--- src/rtl/neuron_mac_engine.sv ---
// neuron_mac_engine: serial MAC engine computing one layer from the activation RAM and weight store.
// Define NMAC_RELU_EN to apply ReLU after saturation; otherwise the layer is linear.
module neuron_mac_engine #(
    parameter int DATA_W      = 16,
    parameter int FRAC_W      = 8,
    parameter int ACC_W       = 40,
    parameter int MAX_NEURONS = 32,
    parameter int MAX_DEPTH   = 8,
    parameter int NEUR_W      = 6,
    parameter int LAYER_W     = 4
) (
    input  logic                          i_clk,
    input  logic                          i_rst,
    input  logic                          i_start,
    input  logic [LAYER_W-1:0]            i_src_layer,
    input  logic [NEUR_W-1:0]             i_num_inputs,
    input  logic [NEUR_W-1:0]             i_num_outputs,
    output logic                          o_busy,
    output logic                          o_done,
    output logic                          o_err,
    output logic                          o_ram_rw,
    output logic [LAYER_W-1:0]            o_ram_layer_index,
    output logic [NEUR_W-1:0]             o_ram_neuron_index,
    output logic [DATA_W-1:0]             o_ram_d_in,
    input  logic [MAX_NEURONS*DATA_W-1:0] i_ram_d_out,
    output logic [LAYER_W-1:0]            o_w_layer,
    output logic [NEUR_W-1:0]             o_w_neuron,
    output logic [NEUR_W-1:0]             o_w_input,
    input  logic signed [DATA_W-1:0]      i_w_data
);
    localparam int IDX_W = $clog2(MAX_NEURONS);
    localparam logic signed [ACC_W-1:0] SAT_HI = ACC_W'(2**(DATA_W-1)-1);
    localparam logic signed [ACC_W-1:0] SAT_LO = -SAT_HI - ACC_W'(1);

    typedef enum logic [2:0] {S_IDLE, S_FETCH, S_LOAD, S_MAC, S_DRAIN, S_ACT, S_WRITE, S_DONE} state_t;
    state_t r_state, w_next;

    logic [LAYER_W-1:0]        r_src;
    logic [NEUR_W-1:0]         r_ni, r_no, r_i, r_pi, r_j;
    logic                      r_pv, r_err;
    logic signed [ACC_W-1:0]   r_acc;
    logic [DATA_W-1:0]         r_res;
    logic signed [DATA_W-1:0]  r_act [MAX_NEURONS];

    logic                      w_bad;
    logic signed [2*DATA_W-1:0] w_prod;
    logic signed [ACC_W-1:0]   w_term, w_shift;
    logic signed [DATA_W-1:0]  w_sat, w_act;

    assign w_bad = (i_src_layer == '0) || (i_src_layer >= LAYER_W'(MAX_DEPTH-1)) ||
                   (i_num_inputs == '0) || (i_num_inputs > NEUR_W'(MAX_NEURONS-1)) ||
                   (i_num_outputs == '0) || (i_num_outputs > NEUR_W'(MAX_NEURONS-1));

    always_ff @(posedge i_clk) begin
        if (i_rst) r_state <= S_IDLE;
        else       r_state <= w_next;
    end

    always_comb begin
        w_next = r_state;
        case (r_state)
            S_IDLE:  w_next = i_start ? (w_bad ? S_DONE : S_FETCH) : S_IDLE;
            S_FETCH: w_next = S_LOAD;
            S_LOAD:  w_next = S_MAC;
            S_MAC:   w_next = (r_i == r_ni) ? S_DRAIN : S_MAC;
            S_DRAIN: w_next = S_ACT;
            S_ACT:   w_next = S_WRITE;
            S_WRITE: w_next = (r_j == r_no - NEUR_W'(1)) ? S_DONE : S_MAC;
            default: w_next = S_IDLE;
        endcase
    end

    // Data for the address issued last cycle: index r_pi == num_inputs selects the bias.
    always_comb begin
        w_prod  = r_act[r_pi[IDX_W-1:0]] * i_w_data;
        w_term  = (r_pi == r_ni)
                ? {{(ACC_W-DATA_W-FRAC_W){i_w_data[DATA_W-1]}}, i_w_data, {FRAC_W{1'b0}}}
                : {{(ACC_W-2*DATA_W){w_prod[2*DATA_W-1]}}, w_prod};
        w_shift = r_acc >>> FRAC_W;
        w_sat   = (w_shift > SAT_HI) ? {1'b0, {(DATA_W-1){1'b1}}}
                : (w_shift < SAT_LO) ? {1'b1, {(DATA_W-1){1'b0}}}
                : w_shift[DATA_W-1:0];
`ifdef NMAC_RELU_EN
        w_act   = w_sat[DATA_W-1] ? '0 : w_sat;
`else
        w_act   = w_sat;
`endif
    end

    always_ff @(posedge i_clk) begin
        if (i_rst) begin
            r_src <= '0;
            r_ni  <= '0;
            r_no  <= '0;
            r_i   <= '0;
            r_pi  <= '0;
            r_j   <= '0;
            r_pv  <= 1'b0;
            r_err <= 1'b0;
            r_acc <= '0;
            r_res <= '0;
            for (int k = 0; k < MAX_NEURONS; k++) r_act[k] <= '0;
        end else begin
            r_pv <= (r_state == S_MAC);
            r_pi <= r_i;
            if (r_state == S_IDLE && i_start) begin
                r_err <= w_bad;
                r_src <= i_src_layer;
                r_ni  <= i_num_inputs;
                r_no  <= i_num_outputs;
            end
            if (r_state == S_LOAD) begin
                for (int k = 0; k < MAX_NEURONS; k++) r_act[k] <= i_ram_d_out[k*DATA_W +: DATA_W];
                r_i <= '0;
                r_j <= '0;
            end
            if (r_state == S_MAC) r_i <= r_i + NEUR_W'(1);
            if (r_pv) r_acc <= r_acc + w_term;
            if (r_state == S_ACT) r_res <= w_act;
            if (r_state == S_WRITE) begin
                r_acc <= '0;
                r_i   <= '0;
                r_j   <= r_j + NEUR_W'(1);
            end
            if (r_state == S_LOAD) r_acc <= '0;
        end
    end

    always_comb begin
        o_busy             = (r_state != S_IDLE) && (r_state != S_DONE);
        o_done             = (r_state == S_DONE);
        o_err              = r_err;
        o_ram_rw           = (r_state == S_WRITE);
        o_ram_layer_index  = (r_state == S_FETCH) ? r_src
                           : (r_state == S_WRITE) ? r_src + LAYER_W'(1) : '0;
        o_ram_neuron_index = (r_state == S_WRITE) ? r_j : '0;
        o_ram_d_in         = (r_state == S_WRITE) ? r_res : '0;
        o_w_layer          = r_src;
        o_w_neuron         = r_j;
        o_w_input          = r_i;
    end
endmodule
--- config.mk ---
export PLATFORM = sky130hd
export DESIGN_NAME = neuron_mac_engine
export DESIGN_NICKNAME = d
export VERILOG_FILES = /design/src/rtl/neuron_mac_engine.sv
export SDC_FILE = /design/constraint.sdc
export NUM_CORES = 2
export LEC_CHECK = 0
export ABC_AREA = 1
export BUFFER_PORTS_ARGS = -buffer_cell sky130_fd_sc_hd__buf_4
export CAP_MARGIN = 20
export CORE_ASPECT_RATIO = 1.4
export CORE_MARGIN = 2
export CORE_UTILIZATION = 35
export CTS_BUF_LIST = sky130_fd_sc_hd__clkbuf_4 sky130_fd_sc_hd__clkbuf_8 sky130_fd_sc_hd__clkbuf_16
export CTS_CLUSTER_SIZE = 12
export DETAILED_ROUTE_END_ITERATION = 7
export PLACE_DENSITY = 0.51
export SYNTH_ARGS = -nofsm -noshare
export SYNTH_HDL_FRONTEND = slang
export SYNTH_SLANG_ARGS = --single-unit
--- constraint.sdc ---
create_clock -name i_clk -period 21.9 [get_ports i_clk]
set_input_delay 1.095 -clock i_clk [delete_from_list [all_inputs] [get_ports i_clk]]
set_output_delay 1.095 -clock i_clk [all_outputs]
set_load 0.005 [all_outputs]
==> impl_metrics.json <==
{
  "outcome": "finished, final reports clean",
  "cts-resized-gates": 0,
  "synthFlopType": "edfxtp_1",
  "die_h_um": 411,
  "cts_sinks": 607,
  "yosysUniqueCellTypes": 55,
  "vias": 34359,
  "postSynthAreaPerCell_um2": 8.43,
  "synth-edff-count": 512,
  "worstPathArrival_ns": 12.64,
  "drtIter0Drc": 2234,
  "port_buffers": 592,
  "synth-seq-area-share": 0.417,
  "max_cap_viol_count": 0,
  "fillers": 12061,
  "cp_slowest_cell": "buf_4",
  "post-cts-setup-buffers": 0,
  "track_usage": 0.250,
  "cts_hold_buffers": 0,
  "clk_latency_ns": 0.68,
  "fin_crit_ns": 12.04,
  "die_x_um": 295,
  "place_inst": 6906,
  "cts_root_buf": "clkbuf_16",
  "cp.depth": 45,
  "postRouteAntennaNets": 0,
  "dp_hpwl_um": 115000,
  "path_clk_slew_ns": 0.06,
  "period_share": 0.550,
  "wl_per_cell_um": 21.6,
  "routed_wl_um": 151000,
  "instances_no_fill": 7026,
  "drc": 0,
  "fin_nets": 6329,
  "seq_area_mm2": 0.0173,
  "hp-start": "r_res[3]",
  "setup_viol": 0,
  "grt_max_degree": 177,
  "multi_input_area_mm2": 0.0189,
  "antenna_found_initial": 3,
  "drtPass1Iterations": 6,
  "routed_via_density": 4.89,
  "layout_commonest_cell": "nor2_1",
  "final_hold_viol_count": 0,
  "fmax_mhz": 83.1,
  "grt.overflow.total": 0,
  "slowest_delay_ns": 0.60,
  "critPathCaptureType": "flip-flop",
  "r2r-start": "r_pi[1]",
  "dpl_worst_slack_ns": 9.82,
  "crit_family": "adder cells",
  "clock_path_buffers": 3,
  "initial_core_util": 0.352,
  "diodes": 0,
  "cts_max_level": 3,
  "die_area_mm2": 0.121,
  "startpoint": "r_pi[1]",
  "crit_top_cell": "inv_1",
  "cts_tree": "yes",
  "relSlewSlack": 0.279,
  "hp-class": "flip-flop to flip-flop",
  "syn_area_mm2": 0.0414,
  "setup_ws_ns": 9.86,
  "rows": 149,
  "ys_ff_latch": 607,
  "worstPathRequired_ns": 22.50,
  "worst-r2r-setup-slack_ns": 9.86,
  "rr_worst_depth": 45,
  "layout_common_cells": "nor2_1 (1,149), inv_1 (1,079), buf_4 (617)",
  "rsz0062_at_grt": "no",
  "yosysWarnings": 0,
  "syn_nets": 5849,
  "tightest_slew_ns": 1.08,
  "maxSlewViolCount": 0,
  "critPathKind": "flip-flop to flip-flop",
  "ys_async_sr_fraction": 0,
  "grt_pass1_wl_um": 224000,
  "io_pins": 593,
  "cp.buffers_inverters": 13,
  "gp_congestion": 0.924,
  "cts_buffers": 70,
  "fin_tns_setup_ns": 0,
  "cp_max_fo": 47,
  "r2r-end": "r_acc[27]",
  "area_growth_pct": 19.3,
  "endpoint": "r_acc[27]",
  "finClkSkew_ns": 0.0367,
  "core_mm2": 0.118,
  "synth_cells": 4913,
  "grt_pass1_vias": 35653,
  "drive_gt1_frac": 0.150,
  "cp-start-kind": "flip-flop"
}
[flip-flops by register name (all words and copies together) (netlist names)]
name        count
o_w_neuron      6
o_w_layer       4
r_pi            6
r_res          16
r_state         3
r_no            6
r_act         512
r_ni            6
o_w_input       6
o_err           1
r_pv            1
r_acc          40
[cells by family after synthesis]
kind of cell,count (synthesis),share of synthesized area
adder cells (fa/ha/maj),389,0.165
XOR/XNOR,46,0.00973
AO/OA/AOI/OAI,757,0.107
buffers and inverters,1317,0.127
flip-flops,607,0.417
AND/OR/NAND/NOR,1797,0.174
[synthesized netlist by cell type, types with 38 or more instances]
cell type  instances  area share
inv_1           1082       0.098
fa_1             263        0.13
dfxtp_1           95       0.046
nand3_1          122       0.015
o21ai_0          351       0.042
nand2_1          419       0.038
buf_2             38      0.0046
clkbuf_1         127       0.012
nor2_1          1150        0.10
o21ai_1           54      0.0065
o221ai_1         106       0.022
a21oi_1          149       0.018
edfxtp_1         512        0.37
ha_1             126       0.038
[metrics by stage]
| step | utilization | hold slack (ns) | area, um^2 |
|---|---|---|---|
| floorplan | - | 0.441 | 41400 |
| global placement | 0.400 | 0.454 | 47100 |
| detailed placement | 0.400 | 0.459 | 47100 |
| CTS | 0.420 | 0.469 | 49400 |
| global route | 0.420 | 0.484 | 49400 |
| finish | 0.420 | 0.464 | 49400 |
[worst min path at each step]
| stage | end | depth (start not counted) |
|---|---|---|
| finish | r_res[3] | 2 |
| global route | r_res[15] | 2 |
| CTS | r_res[3] | 2 |
| detailed placement | r_res[15] | 2 |
| global placement | r_acc[0] | 2 |
| floorplan | r_res[15] | 2 |
[worst reg2reg max path: cells and delay by family (launching register included)]
family / cells / cell delay (ns)
and+or+nand+nor: 12 / 2.31
adders and majority gates: 8 / 3.80
buffers and inverters: 13 / 2.88
DFF: 1 / 0.49
AOI/OAI and AO/OA: 12 / 2.53
[layout make-up]
cell class                      instances  share of cell area
Timing Repair Buffer                  623              0.0962
Clock inverter                         32             0.00798
Sequential cell                       607               0.350
Inverter                             1102              0.0841
Tap cell                             1585              0.0401
Clock buffer                           88              0.0387
Multi-Input combinational cell       2989               0.383
[layer usage]
metal  share of wire  track usage
met5               0            0
met4           0.047        0.110
met3           0.045       0.0312
met2            0.51        0.444
met1            0.40        0.300
Power is not shown: default switching activity piles up to over one toggle a cycle in this logic, so the estimate is an artifact.
